[src/rtl/serial_sub.sv]
// ---------------------------------------------------------------------------
// serial_sub
//   Bit-serial two's-complement subtractor (diff = a - b), LSB first, with a
//   single borrow flop and a start/busy/done handshake.
//
//   Build option:
//     SERIAL_SUB_SAT_EN  defined   -> saturating subtract: on a final borrow
//                                     diff loads all-zeros; borrow still 1.
//                        undefined -> diff wraps modulo 2^WIDTH.
//   Timing and handshake are identical in both builds.
//
//   state    | meaning
//   ---------+----------------------------------------------------------
//   ST_IDLE  | waiting for start; busy=0; start latches a/b
//   ST_RUN   | one bit per clock, counter 0..WIDTH-1; last bit -> done
// ---------------------------------------------------------------------------
module serial_sub #(
    parameter int WIDTH = 8
) (
    input  logic             clk,
    input  logic             rst_n,
    input  logic             start,
    input  logic [WIDTH-1:0] a,
    input  logic [WIDTH-1:0] b,
    output logic             busy,
    output logic             done,
    output logic [WIDTH-1:0] diff,
    output logic             borrow
);

    localparam int CW = $clog2(WIDTH + 1);
    localparam logic [CW-1:0] LAST_BIT = CW'(WIDTH - 1);

    localparam logic [0:0] ST_IDLE = 1'b0;
    localparam logic [0:0] ST_RUN  = 1'b1;

    // Reject widths the shift datapath cannot represent.
    generate
        if (WIDTH < 2 || WIDTH > 32) begin : g_width_check
            $error("serial_sub: WIDTH must be in 2..32");
        end
    endgenerate

    logic [0:0]       r_state;
    logic [WIDTH-1:0] r_a_sh;
    logic [WIDTH-1:0] r_b_sh;
    logic [WIDTH-1:0] r_res;
    logic [CW-1:0]    r_cnt;
    logic             r_bw;
    logic             r_busy;
    logic             r_done;
    logic [WIDTH-1:0] r_diff;
    logic             r_borrow;

    logic             w_a_bit;
    logic             w_b_bit;
    logic             w_d;
    logic             w_bw_next;
    logic [WIDTH-1:0] w_res_next;
    logic             w_last;
    logic             w_accept;
    logic [WIDTH-1:0] w_diff_load;

    // Current bit and full-subtractor cell; operands shift right so bit i
    // always sits at position 0 when the counter reads i.
    always_comb begin
        w_a_bit    = r_a_sh[0];
        w_b_bit    = r_b_sh[0];
        w_d        = w_a_bit ^ w_b_bit ^ r_bw;
        w_bw_next  = (~w_a_bit & w_b_bit) | (~(w_a_bit ^ w_b_bit) & r_bw);
        w_res_next = {w_d, r_res[WIDTH-1:1]};
        w_last     = (r_cnt == LAST_BIT);
        w_accept   = (r_state == ST_IDLE) && start;
    end

    // Value loaded into diff when the last bit completes.
`ifdef SERIAL_SUB_SAT_EN
    always_comb begin
        w_diff_load = w_bw_next ? '0 : w_res_next;
    end
`else
    always_comb begin
        w_diff_load = w_res_next;
    end
`endif

    // Control: state, busy and the one-cycle done pulse.
    always_ff @(posedge clk or negedge rst_n) begin
        if (!rst_n) begin
            r_state <= ST_IDLE;
            r_busy  <= 1'b0;
            r_done  <= 1'b0;
        end else begin
            r_done <= 1'b0;
            case (r_state)
                ST_IDLE: begin
                    if (w_accept) begin
                        r_state <= ST_RUN;
                        r_busy  <= 1'b1;
                    end
                end
                ST_RUN: begin
                    if (w_last) begin
                        r_state <= ST_IDLE;
                        r_busy  <= 1'b0;
                        r_done  <= 1'b1;
                    end
                end
                default: begin
                    r_state <= ST_IDLE;
                    r_busy  <= 1'b0;
                end
            endcase
        end
    end

    // Datapath: operand shifters, partial result, bit counter, borrow flop.
    always_ff @(posedge clk or negedge rst_n) begin
        if (!rst_n) begin
            r_a_sh <= '0;
            r_b_sh <= '0;
            r_res  <= '0;
            r_cnt  <= '0;
            r_bw   <= 1'b0;
        end else if (w_accept) begin
            r_a_sh <= a;
            r_b_sh <= b;
            r_res  <= '0;
            r_cnt  <= '0;
            r_bw   <= 1'b0;
        end else if (r_state == ST_RUN) begin
            r_a_sh <= r_a_sh >> 1;
            r_b_sh <= r_b_sh >> 1;
            r_res  <= w_res_next;
            r_cnt  <= r_cnt + CW'(1);
            r_bw   <= w_bw_next;
        end
    end

    // Result registers: only touched on the final bit, held otherwise.
    always_ff @(posedge clk or negedge rst_n) begin
        if (!rst_n) begin
            r_diff   <= '0;
            r_borrow <= 1'b0;
        end else if (r_state == ST_RUN && w_last) begin
            r_diff   <= w_diff_load;
            r_borrow <= w_bw_next;
        end
    end

    assign busy   = r_busy;
    assign done   = r_done;
    assign diff   = r_diff;
    assign borrow = r_borrow;

endmodule
[config.mk]
export PLATFORM = sky130hd
export DESIGN_NAME = serial_sub
export DESIGN_NICKNAME = d
export VERILOG_FILES = /design/src/rtl/serial_sub.sv
export SDC_FILE = /design/constraint.sdc
export NUM_CORES = 1
export LEC_CHECK = 0
export BUFFER_PORTS_ARGS = -buffer_cell sky130_fd_sc_hd__buf_2
export CAP_MARGIN = 20
export CORE_MARGIN = 2
export CORE_UTILIZATION = 25
export CTS_CLUSTER_SIZE = 24
export DETAILED_ROUTE_END_ITERATION = 16
export GPL_ROUTABILITY_DRIVEN = 0
export GPL_TIMING_DRIVEN = 0
export MAX_ROUTING_LAYER = met4
export PLACE_DENSITY_LB_ADDON = 0.2
export SYNTH_ARGS = -nofsm -noshare
export SYNTH_HDL_FRONTEND = slang
export SYNTH_SLANG_ARGS = --single-unit
[constraint.sdc]
create_clock -name clk -period 1.45 [get_ports clk]
set_input_delay 0 -clock clk [delete_from_list [all_inputs] [get_ports clk]]
set_output_delay 0 -clock clk [all_outputs]
set_load 0.01 [all_outputs]
==> impl_metrics.py <==
metrics = {
    "layout": {
        "layout.nets": 199,
        "drive_gt1_share_pct": 27.5,
        "layout_commonest_cell": "dfrtp_1",
        "syn_to_final_growth_pct": 21.2,
        "antenna_cells": 0,
        "layout_common_cells": "dfrtp_1, buf_2, nand2_1",
        "fin_area_sq_um": 2050,
    },
    "cts": {
        "cts_tree": "yes",
        "cts.sinks": 40,
        "root_buffer": "clkbuf_8",
        "htreeDepth": 2,
        "cts.clk_slew.worst_paths_ps": 70,
        "cts_made_buffers": 5,
        "cts.path.max_buffers": 2,
        "clk_latency_ps": 290,
    },
    "critical_path": {
        "setup.worst_path.start_class": "flop",
        "reg2reg_to": "diff[5]",
        "cp_max_fo": 10,
        "required_ps": 1630,
        "arrival_ps": 1550,
        "r2r_start": "r_cnt[0]",
        "crit_family": "flip-flops",
        "critical_path.max_stage_delay_ps": 400,
        "r2r_setup_slack_ps": 70,
        "crit_type": "flop to flop",
        "slowest_stage": "dfrtp_1",
        "crit_path_start": "r_cnt[0]",
        "path_buf_inv": 1,
        "end_kind": "flop",
        "crit_chain": "ha_1, nand4b_2, buf_8, mux2_4",
        "r2r_cells": 4,
    },
    "detailed_routing": {
        "via_count": 1128,
        "vias_per_cell": 4.42,
        "drt-total-wl_mm": 3.39,
        "wire_per_inst_um": 13.3,
        "drc": 0,
        "drt-initial-drc-count": 54,
        "firstDrtPassIters": 4,
        "drtAntennaViolNets": 0,
    },
    "floorplanning": {
        "design.core.area_sq_um": 6420,
        "dieArea_sq_um": 7420,
        "start_util_pct": 26.3,
        "io_pins": 30,
        "die_h_um": 86.2,
        "rows": 29,
        "die_w_um": 86.2,
    },
    "timing": {
        "hold_viol_final": 0,
        "setup_tns_ps": 0,
        "fin_crit_sh_pct": 94.9,
        "max_slew_margin_pct": 39.8,
        "setup_violations": 0,
        "skew_ps": 7.14,
        "worst_slew_pin_slew_ps": 903,
        "drv_slew": 0,
        "period_needed_ps": 1380,
        "clock.fmax_ghz": 0.727,
    },
    "synthesis": {
        "syn_area_per_cell_sq_um": 12.1,
        "yosysSeqAreaShare_pct": 59.3,
        "synth.cell_area_sq_um": 1690,
        "syn_inst": 139,
        "ys_seq_elements": 40,
        "synth_top_area_share_pct": 59.3,
        "syn_nets": 160,
        "yosysWarnings": 0,
        "synth_cell_type_count": 20,
        "synth_top_area_cell": "dfrtp_1",
        "synthTopCellsByArea": "dfrtp_1, mux2i_1, mux2_4, o21ai_0, nand2_1",
    },
    "grt": {
        "grt_pass1_vias": 1198,
        "grt_max_degree": 41,
        "grt_overflow": 0,
        "grt_use_total_pct": 10.7,
        "grt_pass1_wl_mm": 5.87,
        "antenna_found_initial": 0,
    },
    "placed_design": {
        "detailed_place_hpwl_mm": 2.39,
        "place_area_sq_um": 1920,
        "io_buffer_count": 28,
    },
    "power": {
        "irDropWorstVdd_mv": 0.569,
        "p_leak_nw": 1.02,
        "powerDensity_nw_per_um2": 1920,
    },
    "hold_path": {
        "worstHoldStart": "a[1]",
        "hold_path_class": "primary input to flop",
        "whs_path_depth": 3,
        "min_to": "r_a_sh[1]",
    },
    "run_status": {
        "status": "finished clean",
    },
    "run": {
        "cap_violations": 0,
    },
}
-- synth_stat cells --
library cell and n:
mux2_2 1, buf_2 3, inv_1 4, nand4b_2 1
a22o_1 7, mux2i_1 16, mux2_4 7, fa_1 1
nand2_1 22, nand3_1 1, xnor2_1 1, a21oi_1 1
clkbuf_1 3, buf_6 1, buf_4 2, o21ai_0 21
dfrtp_1 40, ha_1 1, nor2_1 5, xor2_1 1
-- worst max-delay path by stage --
stage | to | slack (ps) | depth (start not counted)
global placement | diff[5] | 70 | 4
finish | diff[5] | 70 | 4
CTS | diff[5] | 50 | 4
global route | diff[7] | -4 | 4
floorplan | diff[1] | 140 | 4
detailed placement | diff[5] | 60 | 4
-- layer usage --
layer	routed length, um	part of all wire, %	global-route usage (%)	vias up
met3	201	5.9	3.56	5
met2	1470	43	15.0	33
met1	1690	50	14.2	534
li1	-	-	-	556
met4	31	0.91	3.90	0
met5	0	0	-	-
-- what timing repair did --
action | 4_1_cts | 5_1_grt
setup endpoints to repair | 0 | 1
endpoints found under the hold margin | 43 | 0
buffers inserted | 0 | 0
gates resized for setup | 0 | 1
hold buffers | 4 | 0
-- flip-flops by register name (all words and copies together) (netlist names) --
name	cells
r_b_sh	8
r_cnt	4
borrow	1
r_res	7
done	1
busy	1
r_state	1
diff	8
r_a_sh	8
r_bw	1
-- cell type report --
class	count	area, sq um
Multi-Input combinational cell	86	619
Inverter	4	15.0
Fill cell	654	4380
Clock inverter	1	5.00
Timing Repair Buffer	32	180
Clock buffer	6	72.6
Sequential cell	40	1000
Tap cell	77	96.3
Buffer	9	56.3
-- cell families (layout without fill, tap and decap cells) --
group	after synthesis	in the layout	synth area share [%]
multiplexers	24	24	16.4
XOR/XNOR	2	2	1.04
AO/OA/AOI/OAI	29	29	10.2
flip-flops	40	40	59.3
buffers and inverters	13	52	4.00
adder cells (fa/ha/maj)	2	2	1.93
AND/OR/NAND/NOR	29	29	7.19
-- worst register-to-register path, cell delays in order (launching register included) --
cell and delay, ps:
dfrtp_1 400, ha_1 250, nand4b_2 140, buf_8 160, mux2_4 310
-- stage by stage --
| step | power [mW] | instances | util (%) | setup slack, ps | hold WS (ps) |
|---|---|---|---|---|---|
| 2_1_floorplan | 2.83 | 139 | - | 142 | -296 |
| 3_3_place_gp | 3.23 | 244 | 30.0 | 74.3 | 172 |
| 3_5_place_dp | 3.29 | 244 | 30.0 | 64.3 | 187 |
| 4_1_cts | 4.02 | 255 | 31.8 | 51.8 | 1.39 |
| 5_1_grt | 4.27 | 255 | 31.9 | -3.83 | 7.62 |
| 6_report | 3.93 | 255 | 31.9 | 74.5 | 2.73 |
-- where the power goes --
| part | internal (mW) | total, mW | switching [mW] |
|---|---|---|---|
| registers | 1.58 | 1.86 | 0.289 |
| clock network | 0.327 | 0.698 | 0.371 |
| logic | 0.701 | 1.37 | 0.668 |
Power figures use the tool's default switching activity.
